**src/rtl/spi_slave_responder.sv**
```systemverilog
// SPI device-side responder: oversamples sclk/cs_n/mosi on the system clock,
// captures each frame into rx_bits and shifts a preloaded response out on miso.
module spi_slave_responder #(
    parameter int MAX_BITS = 100
) (
    input  logic                i_clk,
    input  logic                i_rst_n,
    input  logic                i_cpol,
    input  logic                i_cpha,
    input  logic [MAX_BITS-1:0] i_resp_bits,
    input  logic [15:0]         i_resp_count,
    input  logic                i_sclk,
    input  logic                i_cs_n,
    input  logic                i_mosi,
    output logic                o_miso,
    output logic                o_miso_oe,
    output logic [MAX_BITS-1:0] o_rx_bits,
    output logic [15:0]         o_rx_count,
    output logic                o_frame_active,
    output logic                o_frame_done,
    output logic                o_overflow
);

    typedef enum logic {S_IDLE, S_ACTIVE} state_t;

    logic                r_sclk_m, r_sclk_s, r_sclk_d;
    logic                r_cs_m, r_cs_s, r_cs_d;
    logic                r_mosi_m, r_mosi_s;
    logic [2:0]          r_vld;
    logic                r_armed;

    state_t              r_state, w_state_nxt;
    logic [MAX_BITS-1:0] r_tx_sh, w_tx_sh_nxt;
    logic [15:0]         r_tx_rem, w_tx_rem_nxt;
    logic                r_first, w_first_nxt;
    logic [MAX_BITS-1:0] r_rx_sh, w_rx_sh_nxt;
    logic [15:0]         r_cnt, w_cnt_nxt;
    logic                w_done;

    logic                r_miso, r_oe, r_active, r_done, r_ovf;
    logic [MAX_BITS-1:0] r_rx_bits;
    logic [15:0]         r_rx_count;

    logic                w_lead, w_trail, w_sample, w_shift;
    logic                w_cs_fall, w_cs_rise;
    logic [15:0]         w_rem_load;
    logic [MAX_BITS-1:0] w_tx_load;
    logic [MAX_BITS-1:0] w_rx_shifted;

    // Synchronisers plus one extra stage on sclk/cs_n for edge detection
    always_ff @(posedge i_clk or negedge i_rst_n) begin
        if (!i_rst_n) begin
            r_sclk_m <= 1'b0;
            r_sclk_s <= 1'b0;
            r_sclk_d <= 1'b0;
            r_cs_m   <= 1'b1;
            r_cs_s   <= 1'b1;
            r_cs_d   <= 1'b1;
            r_mosi_m <= 1'b0;
            r_mosi_s <= 1'b0;
            r_vld    <= 3'b000;
            r_armed  <= 1'b0;
        end else begin
            r_sclk_m <= i_sclk;
            r_sclk_s <= r_sclk_m;
            r_sclk_d <= r_sclk_s;
            r_cs_m   <= i_cs_n;
            r_cs_s   <= r_cs_m;
            r_cs_d   <= r_cs_s;
            r_mosi_m <= i_mosi;
            r_mosi_s <= r_mosi_m;
            r_vld    <= {r_vld[1:0], 1'b1};
            // A fall only counts once cs_n has really been seen high after reset,
            // so a master still holding cs_n low across reset cannot start a frame.
            r_armed  <= r_armed | (r_vld[2] & r_cs_d);
        end
    end

    always_comb begin
        w_lead    = (r_sclk_s != i_cpol) && (r_sclk_d == i_cpol);
        w_trail   = (r_sclk_s == i_cpol) && (r_sclk_d != i_cpol);
        w_sample  = i_cpha ? w_trail : w_lead;
        w_shift   = i_cpha ? w_lead  : w_trail;
        w_cs_fall = r_armed && !r_cs_s && r_cs_d;
        w_cs_rise = r_cs_s && !r_cs_d;
    end

    always_comb begin
        w_rem_load   = (32'(i_resp_count) > MAX_BITS) ? 16'(MAX_BITS) : i_resp_count;
        w_tx_load    = i_resp_bits << (MAX_BITS - int'(w_rem_load));
        w_rx_shifted = (r_rx_sh << 1) | MAX_BITS'(r_mosi_s);
    end

    always_comb begin
        w_state_nxt  = r_state;
        w_tx_sh_nxt  = r_tx_sh;
        w_tx_rem_nxt = r_tx_rem;
        w_first_nxt  = r_first;
        w_rx_sh_nxt  = r_rx_sh;
        w_cnt_nxt    = r_cnt;
        w_done       = 1'b0;
        case (r_state)
            S_IDLE: begin
                if (w_cs_fall) begin
                    w_state_nxt  = S_ACTIVE;
                    w_tx_sh_nxt  = w_tx_load;
                    w_tx_rem_nxt = w_rem_load;
                    w_first_nxt  = 1'b1;
                    w_rx_sh_nxt  = '0;
                    w_cnt_nxt    = '0;
                end
            end
            S_ACTIVE: begin
                // cs_n rise takes priority over any coincident sample edge
                if (w_cs_rise) begin
                    w_state_nxt = S_IDLE;
                    w_done      = 1'b1;
                end else begin
                    if (w_sample) begin
                        w_rx_sh_nxt = w_rx_shifted;
                        w_cnt_nxt   = (r_cnt == 16'hFFFF) ? r_cnt : r_cnt + 16'd1;
                    end
                    if (w_shift) begin
                        if (i_cpha && r_first) begin
                            w_first_nxt = 1'b0;
                        end else if (r_tx_rem != 16'd0) begin
                            w_tx_sh_nxt  = r_tx_sh << 1;
                            w_tx_rem_nxt = r_tx_rem - 16'd1;
                        end
                    end
                end
            end
            default: w_state_nxt = S_IDLE;
        endcase
    end

    always_ff @(posedge i_clk or negedge i_rst_n) begin
        if (!i_rst_n) begin
            r_state    <= S_IDLE;
            r_tx_sh    <= '0;
            r_tx_rem   <= '0;
            r_first    <= 1'b0;
            r_rx_sh    <= '0;
            r_cnt      <= '0;
            r_miso     <= 1'b0;
            r_oe       <= 1'b0;
            r_active   <= 1'b0;
            r_done     <= 1'b0;
            r_ovf      <= 1'b0;
            r_rx_bits  <= '0;
            r_rx_count <= '0;
        end else begin
            r_state  <= w_state_nxt;
            r_tx_sh  <= w_tx_sh_nxt;
            r_tx_rem <= w_tx_rem_nxt;
            r_first  <= w_first_nxt;
            r_rx_sh  <= w_rx_sh_nxt;
            r_cnt    <= w_cnt_nxt;
            r_miso   <= (w_state_nxt == S_ACTIVE) && (w_tx_rem_nxt != 16'd0) &&
                        w_tx_sh_nxt[MAX_BITS-1];
            r_oe     <= (w_state_nxt == S_ACTIVE);
            r_active <= (w_state_nxt == S_ACTIVE);
            r_done   <= w_done;
            if (w_done) begin
                r_rx_bits  <= r_rx_sh;
                r_rx_count <= r_cnt;
                r_ovf      <= (32'(r_cnt) > MAX_BITS);
            end
        end
    end

    assign o_miso         = r_miso;
    assign o_miso_oe      = r_oe;
    assign o_rx_bits      = r_rx_bits;
    assign o_rx_count     = r_rx_count;
    assign o_frame_active = r_active;
    assign o_frame_done   = r_done;
    assign o_overflow     = r_ovf;

endmodule
```
**config.mk**
```make
export PLATFORM = sky130hd
export DESIGN_NAME = spi_slave_responder
export DESIGN_NICKNAME = d
export VERILOG_FILES = /design/src/rtl/spi_slave_responder.sv
export SDC_FILE = /design/constraint.sdc
export NUM_CORES = 1
export LEC_CHECK = 0
export BUFFER_PORTS_ARGS = -buffer_cell sky130_fd_sc_hd__buf_2
export CAP_MARGIN = 20
export CORE_UTILIZATION = 45
export CTS_BUF_LIST = sky130_fd_sc_hd__clkbuf_4
export DETAILED_ROUTE_END_ITERATION = 16
export GPL_ROUTABILITY_DRIVEN = 1
export GPL_TIMING_DRIVEN = 0
export HOLD_SLACK_MARGIN = 0.05
export PLACE_DENSITY_LB_ADDON = 0.12
export SYNTH_ARGS = -nofsm -noshare
export SYNTH_HDL_FRONTEND = slang
export SYNTH_SLANG_ARGS = --single-unit
```
**constraint.sdc**
```tcl
create_clock -name i_clk -period 7 [get_ports i_clk]
set_input_delay 1.05 -clock i_clk [delete_from_list [all_inputs] [get_ports i_clk]]
set_output_delay 1.05 -clock i_clk [all_outputs]
set_load 0.03 [all_outputs]
```
-- After elaboration in Yosys (flattened, before gate mapping)
Cells that the tools add are included.
- logic and storage cells: 95
- flip-flop bits (word level): 365
- output and inout port bits: 121
- magnitude comparators: 2
- reductions and logical operators: 16
- $add $sub $neg: 3
- eq/ne operators: 13
- muxes and demuxes: 34
- shift operators: 1
- bitwise gates (word level): 4
- operator list (kind ; number):
    $mux 100 ; 8
    $pmux 100 s2 ; 2
    $mux 16 ; 10
    $or 100x1->100 ; 1
    $shl 100x32->100 ; 1
    $pmux 16 s2 ; 2
    $gt 16x7->1 const B ; 2
    $reduce_bool 16->1 ; 2
    $sub 7x16->17 const A ; 1
    $add 16x1->16 const B ; 1
    $eq 16x16->1 const B ; 1
    $sub 16x1->16 const B ; 1
    $mux 1 ; 10
    $logic_and 1x1->1 ; 8
    $ne 2x1->1 const B ; 4
    $ne 2x2->1 const B ; 4
    $reduce_and 4->1 ; 2
    $reduce_and 5->1 ; 1
    $pmux 1 s2 ; 2
    $reduce_and 3->1 ; 1
    $eq 1x1->1 ; 2
    $logic_not 1->1 ; 2
    $ne 1x1->1 ; 2
    $and 1x1->1 ; 1
    other kinds (2) ; 2

-- Logic depth before layout (Yosys ltp)
Gate-level depths: netlist of the first run.
- depth in word-level cells: 9
- depth in mapped cells: 19

-- Worst setup path before layout of the first run
No wires, ideal clock.
- kind: input-to-reg
- start: input port i_resp_count[10]
- end: register r_tx_sh[17]
- library setup time: 127 ps
- path slack: 1922 ps
- cell stages on the path: 16
- arrival time: 4951 ps
- path buffers: 7
- required time: 6873 ps
- path through: nor4_4 nand3_4 nor2_4 inv_2 clkbuf_1 buf_2 ha_1 clkbuf_1 buf_1 clkbuf_1 clkbuf_1 clkbuf_1 mux2i_1 o21ai_0 a222oi_1 inv_1
- longest elaborated chain between the ends: 6
- RTL lines (what ; RTL line ; text):
    start: declaration ; 11 ; input logic [15:0] i_resp_count,
    $gt 16x7->1 ; 89 ; w_rem_load = (32'(i_resp_count) > MAX_BITS) ? 16'(MAX_BITS) : i_resp_count;
    $mux 16 (*) ; 89 ;
    $sub 7x16->17 (*) ; 90 ; w_tx_load = i_resp_bits << (MAX_BITS - int'(w_rem_load));
    $shl 100x32->100 (*) ; 90 ;
    $mux 100 (*) ; 104 ; if (w_cs_fall) begin
    $pmux 100 s2 (*) ; 102 ; case (r_state)
    end signal: assignment ; 154 ; r_tx_sh <= w_tx_sh_nxt;
    end: declaration ; 33 ; logic [MAX_BITS-1:0] r_tx_sh, w_tx_sh_nxt;
Mark *: on every way between the ends. The rest lies on a longest branch, timed or not. The select of a mux whose other input is x is not followed.
A chain may end at the register's enable or synchronous reset.

-- Worst setup path after layout of the first run
- start: input port i_resp_count[6]
- end: register r_tx_sh[44]
Same word-level chain as after synthesis.

==> run metrics, run 1 <==
initial antenna violation count=6; maximum clock frequency=137 MHz; area of the die=53,400 um^2; main combinational cell family by area after synthesis=compound AO/OA/AOI/OAI gates; Clk Latency, worst-skew pair=0.89 ns; MaxCap Viol Count=0; post-synthesis mux area share=13.7%; number of flops mapped to enable cells by yosys=0; Num CTS Buffers=94; clock root buffer=clkbuf_4; maximum vdd ir drop=just under 200 uV; WL final=around 130,000 um; Req. time, crit path=slightly below 8 ns; unrepaired setup endpoints after global routing=yes; postcts setup bufs=0; crit end category=flop; Place WS=-1.75 ns; IO Pins=244; most common cell after layout, fill and taps aside=nand2_1; num rows=83; main flop type after synthesis=dfrtp_1; DP HPWL=99,300 um; CORE AREA=approximately 52,000 um^2; static leakage=around 0.012 uW; Slew Limit Fails=0; Area Overhead vs Synth=14.7%; Total Power=5660 uW; die height=around 230 um; mapped cell area=23,600 um^2; CTS clock-pin slew for the worst setup and hold paths=0.06 ns; Setup Viol. Count Final=20; Vias/cell=about 7; max_slew headroom=5.75%; minimum clock period=about 7.3 ns; Final Cell Area=27,100 um^2; Top cell by count, worst path=buf_2; worst hold path type=in -> async; share of cells above drive strength 1=21.8%; Final ANT Viol Nets=0; port buffer count=243; largest net degree at the start of global routing=131; Seq/Total Area, Yosys=38.7%; GR Util All Layers=47.9%; CTS max path bufs=3; vias=27.0k; Final WS setup=-0.277 ns; Largest delay share family, worst path=buffers and inverters; total gr overflow=0; most frequent cells in the layout=nand2_1 (475), dfrtp_1 (362), buf_2 (294), o21ai_0 (208), nor2_1 (201); critical path cell sequence=buf_2 > o311ai_4 > nand2_1 > nor2_4 > inv_2 > clkbuf_2 > buf_2 > ha_1 > buf_2 > buf_2 > clkbuf_1 > nor2_1 > nor2_1 > clkbuf_1 > a21oi_1 > mux2_2 > mux2i_1 > a222oi_1 > a311oi_1; fin nets=3,176; FF+latch count, synth=approximately 370; CP max-delay cell=mux2i_1; DRC viols=0; clock skew=about 0.13 ns; wire length per cell=34.2 um; syn avg cell area=8.74 um^2; crit share post-route=104%; CTS tree=done; failing checks=negative setup slack; post-synthesis compound-gate area fraction=roughly 25%; Post-Synth XOR/XNOR Area=0.593%; Crit Path Max Fanout=10; number of global-route vias before repair=26.1k; CP Class=in -> reg; Synthesis Warnings=0; Pwr Density=approximately 210 nW/um^2; Post-Synthesis Net Count=2,829; CTS sink cnt=365; die width=231 um; worst path bufs/invs=8; Slew @ Worst Pin=1.40 ns; WP data arrival=7.99 ns; GP Congestion=1.15; Yosys cell types=97; Synth Area in Simple Gates=between 15 and 20%; first-pass GRT wire length=185,000 um; cell count after synthesis=2,702; Finished Core Util=52.5%; H-tree depth=3; Critical Path Max Stage Delay=0.66 ns; Critical Path Source Type=input pin; drt first pass iters=8; starting density of the core=45.8%; outcome=finished, violations left; Hold Vio Cnt, Final=0; DR iter-0 viols=4,018; Post-DP Area=25,800 um^2; Synth Area in Adders=0.212%; ys async rst share=100%
-- where the power goes --
group / total (uW) / internal, uW / switching, uW
clock: 1900 / 939 / 960
sequential: 2510 / 2340 / 166
combinational: 1250 / 415 / 833
-- worst register-to-register path, stage by stage, from the launching register on --
cell      delay [ns]
dfstp_2         0.52
clkbuf_1        0.20
a31oi_1         0.40
nor2_1          0.31
clkbuf_1        0.58
nand2_1         0.59
nor2_1          0.42
clkbuf_1        0.92
o21ai_0         0.43
o221ai_1        0.44
o221a_1         0.24
-- stage by stage --
stage          hold slack (ns)  instances  setup TNS, ns
2_1_floorplan            0.331       2702              0
3_3_place_gp             0.335       3625        -696.19
3_5_place_dp             0.341       3632         -70.63
4_1_cts                 0.0778       3803              0
5_1_grt                  0.105       3805        -0.0143
6_report                 0.101       3809          -2.48
-- state kept, by name, indices dropped and copies added, names as in the netlist --
signal	flops
r_cs_s	1
r_vld	3
o_rx_count	16
r_tx_sh	100
r_mosi_m	1
o_overflow	1
r_tx_rem	16
r_mosi_s	1
r_sclk_s	1
r_sclk_m	1
o_frame_done	1
r_cs_d	1
r_cs_m	1
o_frame_active	1
o_miso	1
r_first	1
o_rx_bits	100
r_rx_sh	100
r_sclk_d	1
r_armed	1
r_cnt	16
-- final cells by class --
cell class,count,area (um^2)
Antenna cell,5,12.5
Buffer,223,996
Clock buffer,135,1010
Clock inverter,36,209
Fill cell,4663,24500
Inverter,20,75.1
Multi-Input combinational cell,2093,13500
Sequential cell,365,9140
Tap cell,680,851
Timing Repair Buffer,252,1350
-- worst paths after layout --
check / endpoint / slack, ns / cells after the start / from
worst max-delay path: r_tx_sh[44]$_DFFE_PN0P_ / -0.28 / 19 / i_resp_count[6]
worst min-delay path: r_tx_sh[81]$_DFFE_PN0P_ / 0.10 / 1 / i_rst_n
worst max register to register: r_tx_sh[84]$_DFFE_PN0P_ / 1.94 / 10 / r_cs_d$_DFF_PN1_
worst min register to register: r_cs_s$_DFF_PN1_ / 0.31 / 0 / r_cs_m$_DFF_PN1_
max in group asynchronous: r_rx_sh[32]$_DFFE_PN0P_ / 4.92 / 4 / i_rst_n
min in group i_clk: r_cs_s$_DFF_PN1_ / 0.31 / 0 / r_cs_m$_DFF_PN1_
-- cells in the mapped netlist (37+ instances only) --
master / n / area share, %
a22oi_1: 46 / 1.5
o22ai_1: 62 / 1.6
nor3_1: 61 / 1.3
a21oi_1: 138 / 2.9
mux2i_1: 92 / 3.9
nor2_1: 201 / 3.2
nand2_1: 476 / 7.6
mux4_2: 37 / 3.5
o21ai_0: 208 / 4.4
nand3_1: 74 / 1.6
buf_2: 48 / 1.0
a211oi_1: 53 / 1.7
clkbuf_1: 141 / 2.2
mux2_2: 131 / 6.2
dfrtp_1: 362 / 38
-- repair_timing --
| action | in CTS | in global routing |
|---|---|---|
| gates resized for setup | 8 | 8 |
| hold buffers | 0 | 0 |
| setup endpoints to repair | 25 | 32 |
-- layer usage --
| metal | wire, um | vias up | GRT usage [%] |
|---|---|---|---|
| met4 | 9690 | 2 | 29.6 |
| met5 | 12 | - | 0 |
| met1 | 48900 | 13200 | 60.6 |
| li1 | - | 10800 | - |
| met2 | 55900 | 2294 | 72.0 |
| met3 | 15600 | 603 | 14.1 |
-- kinds of logic (layout without fill, tap and decap cells) --
group	count (synthesis)	count (layout)
buf+inv	244	666
simple gates	954	954
compound gates	857	857
fa+ha+maj	4	4
mux	261	261
xor+xnor	16	16
flops	365	365
other cells	1	6
(Power assumes the default switching activity.)
==> inputs of run 2 (changes only) <==
--- a/config.mk
+++ b/config.mk
@@ -14,6 +14,8 @@
 export GPL_TIMING_DRIVEN = 0
 export HOLD_SLACK_MARGIN = 0.05
 export PLACE_DENSITY_LB_ADDON = 0.12
+export SLEW_MARGIN = 20
 export SYNTH_ARGS = -nofsm -noshare
 export SYNTH_HDL_FRONTEND = slang
 export SYNTH_SLANG_ARGS = --single-unit
+export TNS_END_PERCENT = 20
==> constraint.sdc (replaced) <==
create_clock -name i_clk -period 7 [get_ports i_clk]
set_input_delay 1.05 -clock i_clk [delete_from_list [all_inputs] [get_ports i_clk]]
set_output_delay 1.05 -clock i_clk [all_outputs]
set_load 0.05 [all_outputs]
==> run metrics, run 2 (same netlist as run 1, synthesis figures left out) <==
worst path bufs/invs=7 (-1); GP Congestion=1.15 (unchanged); Worst Setup EP=r_tx_sh[93]$_DFFE_PN0P_; DR iter-0 viols=4,154 (+3.4%); Clk Latency, worst-skew pair=0.89 ns (about the same); die width=231 um (unchanged); total gr overflow=0 (unchanged); crit share post-route=104% (+0.37 points); crit end category=flop; number of global-route vias before repair=26.0k (-0.096%); outcome=finished, violations left; maximum vdd ir drop=167 uV (-15%); Vias/cell=7.12 (+0.46%); IO Pins=244 (unchanged); initial antenna violation count=6 (unchanged); most frequent cells in the layout=nand2_1 (475), dfrtp_1 (362), buf_2 (291), o21ai_0 (207), nor2_1 (200); clock skew=0.103 ns (-0.0301 ns); setup TNS=-2.02 ns (+0.455 ns); R2R Setup Slk=2.01 ns (+0.07 ns); Critical Path Max Stage Delay=0.75 ns (+0.09 ns); Largest delay share family, worst path=buffers and inverters; drt first pass iters=7 (-1); H-tree depth=3 (unchanged); Critical R2R Capture=r_tx_sh[84]$_DFFE_PN0P_; minimum clock period=7.30 ns (+0.0260 ns); Top cell by count, worst path=buf_2; wire length per cell=34.2 um (about the same); CTS tree=done; GR Util All Layers=47.9% (about the same); Setup Viol. Count Final=21 (+5.0%); port buffer count=243 (unchanged); CTS max path bufs=3 (unchanged); Area Overhead vs Synth=14.6% (about the same); WP data arrival=8.06 ns (+0.07 ns); critical path cell sequence=buf_2 > o311ai_4 > nand2_1 > nor2_4 > inv_2 > clkbuf_2 > buf_2 > ha_1 > clkbuf_1 > buf_2 > clkbuf_1 > nor2_1 > a221oi_1 > o21ai_1 > mux2i_2 > nor2_1 > o32a_1; Req. time, crit path=7.75 ns (+0.04 ns); Final WS setup=-0.303 ns (-0.0260 ns); most common cell after layout, fill and taps aside=nand2_1; Pwr Density=208 nW/um^2 (-0.36%); unrepaired setup endpoints after global routing=no; Final Cell Area=27,100 um^2 (about the same); CORE AREA=51,600 um^2 (unchanged); die height=231 um (unchanged); Slew Limit Fails=0 (unchanged); Post-DP Area=25,800 um^2 (+0.10%); first-pass GRT wire length=185,000 um (about the same); Critical Path Source Type=input pin; num rows=83 (unchanged); clock root buffer=clkbuf_4; starting density of the core=45.8% (unchanged); max_slew headroom=11.3% (+5.6 points); static leakage=0.0119 uW (-0.22%); Reg2Reg Depth=10 (unchanged); CTS clock-pin slew for the worst setup and hold paths=0.07 ns (about the same); WL final=130,000 um (-0.50%); area of the die=53,400 um^2 (unchanged); CP max-delay cell=clkbuf_1; Crit path depth=17 (-2); Crit. Startpoint=i_resp_count[4]; Crit Path Max Fanout=19 (+9); fin nets=3,173 (-0.094%); Final ANT Viol Nets=0 (unchanged); worst hold path type=in -> reg; MaxCap Viol Count=0 (unchanged); Hold Vio Cnt, Final=0 (unchanged); CP Class=in -> reg; vias=27.0k (+0.015%); Slew @ Worst Pin=1.32 ns (-0.0828 ns); DRC viols=0 (unchanged); share of cells above drive strength 1=21.9% (+0.11 points); failing checks=negative setup slack; postcts setup bufs=0 (unchanged); Num CTS Buffers=92 (-2.1%); FF-to-FF Start=r_cs_d$_DFF_PN1_; maximum clock frequency=137 MHz (-0.36%); DP HPWL=99,400 um (about the same); largest net degree at the start of global routing=101 (-23%); CTS sink cnt=365 (unchanged)
## run 2: changes by cell type in the layout (fill, tap and decap cells not counted), sizes merged, moves of 2 or more
cell	delta
clkinv	-13
clkbuf	+4
clkinvlp	-3
clkdlybuf4s15	-2
inv	-2
## run 2: routing by layer
metal | part of all wire, % | vias up | global-route usage, % | routed length [um]
met1 | 38 | 13200 | 61.0 | 48900
met4 | 7.6 | 4 | 30.2 | 9860
li1 | - | 10800 | - | -
met5 | 0.017 | - | 0 | 22
met2 | 43 | 2332 | 71.0 | 55300
met3 | 12 | 604 | 14.2 | 15400
## run 2: through the flow
step | hold slack, ns | std cells | util [%] | worst slack [ns] | total power (uW)
floorplan | 0.331 | 2702 | - | 1.92 | 3220
finish | 0.300 | 3792 | 52.5 | -0.303 | 5630
CTS | 0.259 | 3786 | 52.4 | 0.0452 | 5550
global placement | 0.335 | 3625 | 49.8 | -1.81 | 3670
global route | 0.260 | 3790 | 52.4 | 0.0139 | 5830
detailed placement | 0.339 | 3630 | 50.0 | -1.39 | 3730
## run 2: worst min-delay path by stage
stage                             from  slack, ns  cells after the start                 end
detailed placement  r_mosi_m$_DFF_PN0_       0.34                      0  r_mosi_s$_DFF_PN0_
global placement    r_vld[0]$_DFF_PN0_       0.33                      0  r_vld[1]$_DFF_PN0_
global route                    i_mosi       0.26                      1  r_mosi_m$_DFF_PN0_
CTS                             i_mosi       0.26                      1  r_mosi_m$_DFF_PN0_
floorplan           r_mosi_m$_DFF_PN0_       0.33                      0  r_mosi_s$_DFF_PN0_
finish                          i_mosi       0.30                      1  r_mosi_m$_DFF_PN0_
## run 2: power breakdown
group	internal, uW	total [uW]	switching, uW
Clock	916	1850	934
Combinational	417	1270	854
Sequential	2340	2510	166
## run 2: worst reg2reg max path, delay by kind of cell (launching register included)
kind	cells	cell delay, ns
and+or+nand+nor	3	1.36
AOI/OAI and AO/OA	4	1.47
buffers and inverters	3	1.70
DFF	1	0.51
## run 2: timing repair
item                                    in CTS  in global routing
endpoints found under the setup margin      24                 17
endpoints found under the hold margin       18                  0
hold buffers                                 1                  0
gates resized for setup                      7                  6
## run 2: layout make-up
cell class / instances / area, um^2
Inverter: 20 / 75.1
Multi-Input combinational cell: 2093 / 13500
Sequential cell: 365 / 9140
Antenna cell: 4 / 10.0
Clock buffer: 139 / 1040
Fill cell: 4708 / 24500
Timing Repair Buffer: 251 / 1370
Tap cell: 680 / 851
Buffer: 223 / 981
Clock inverter: 17 / 130
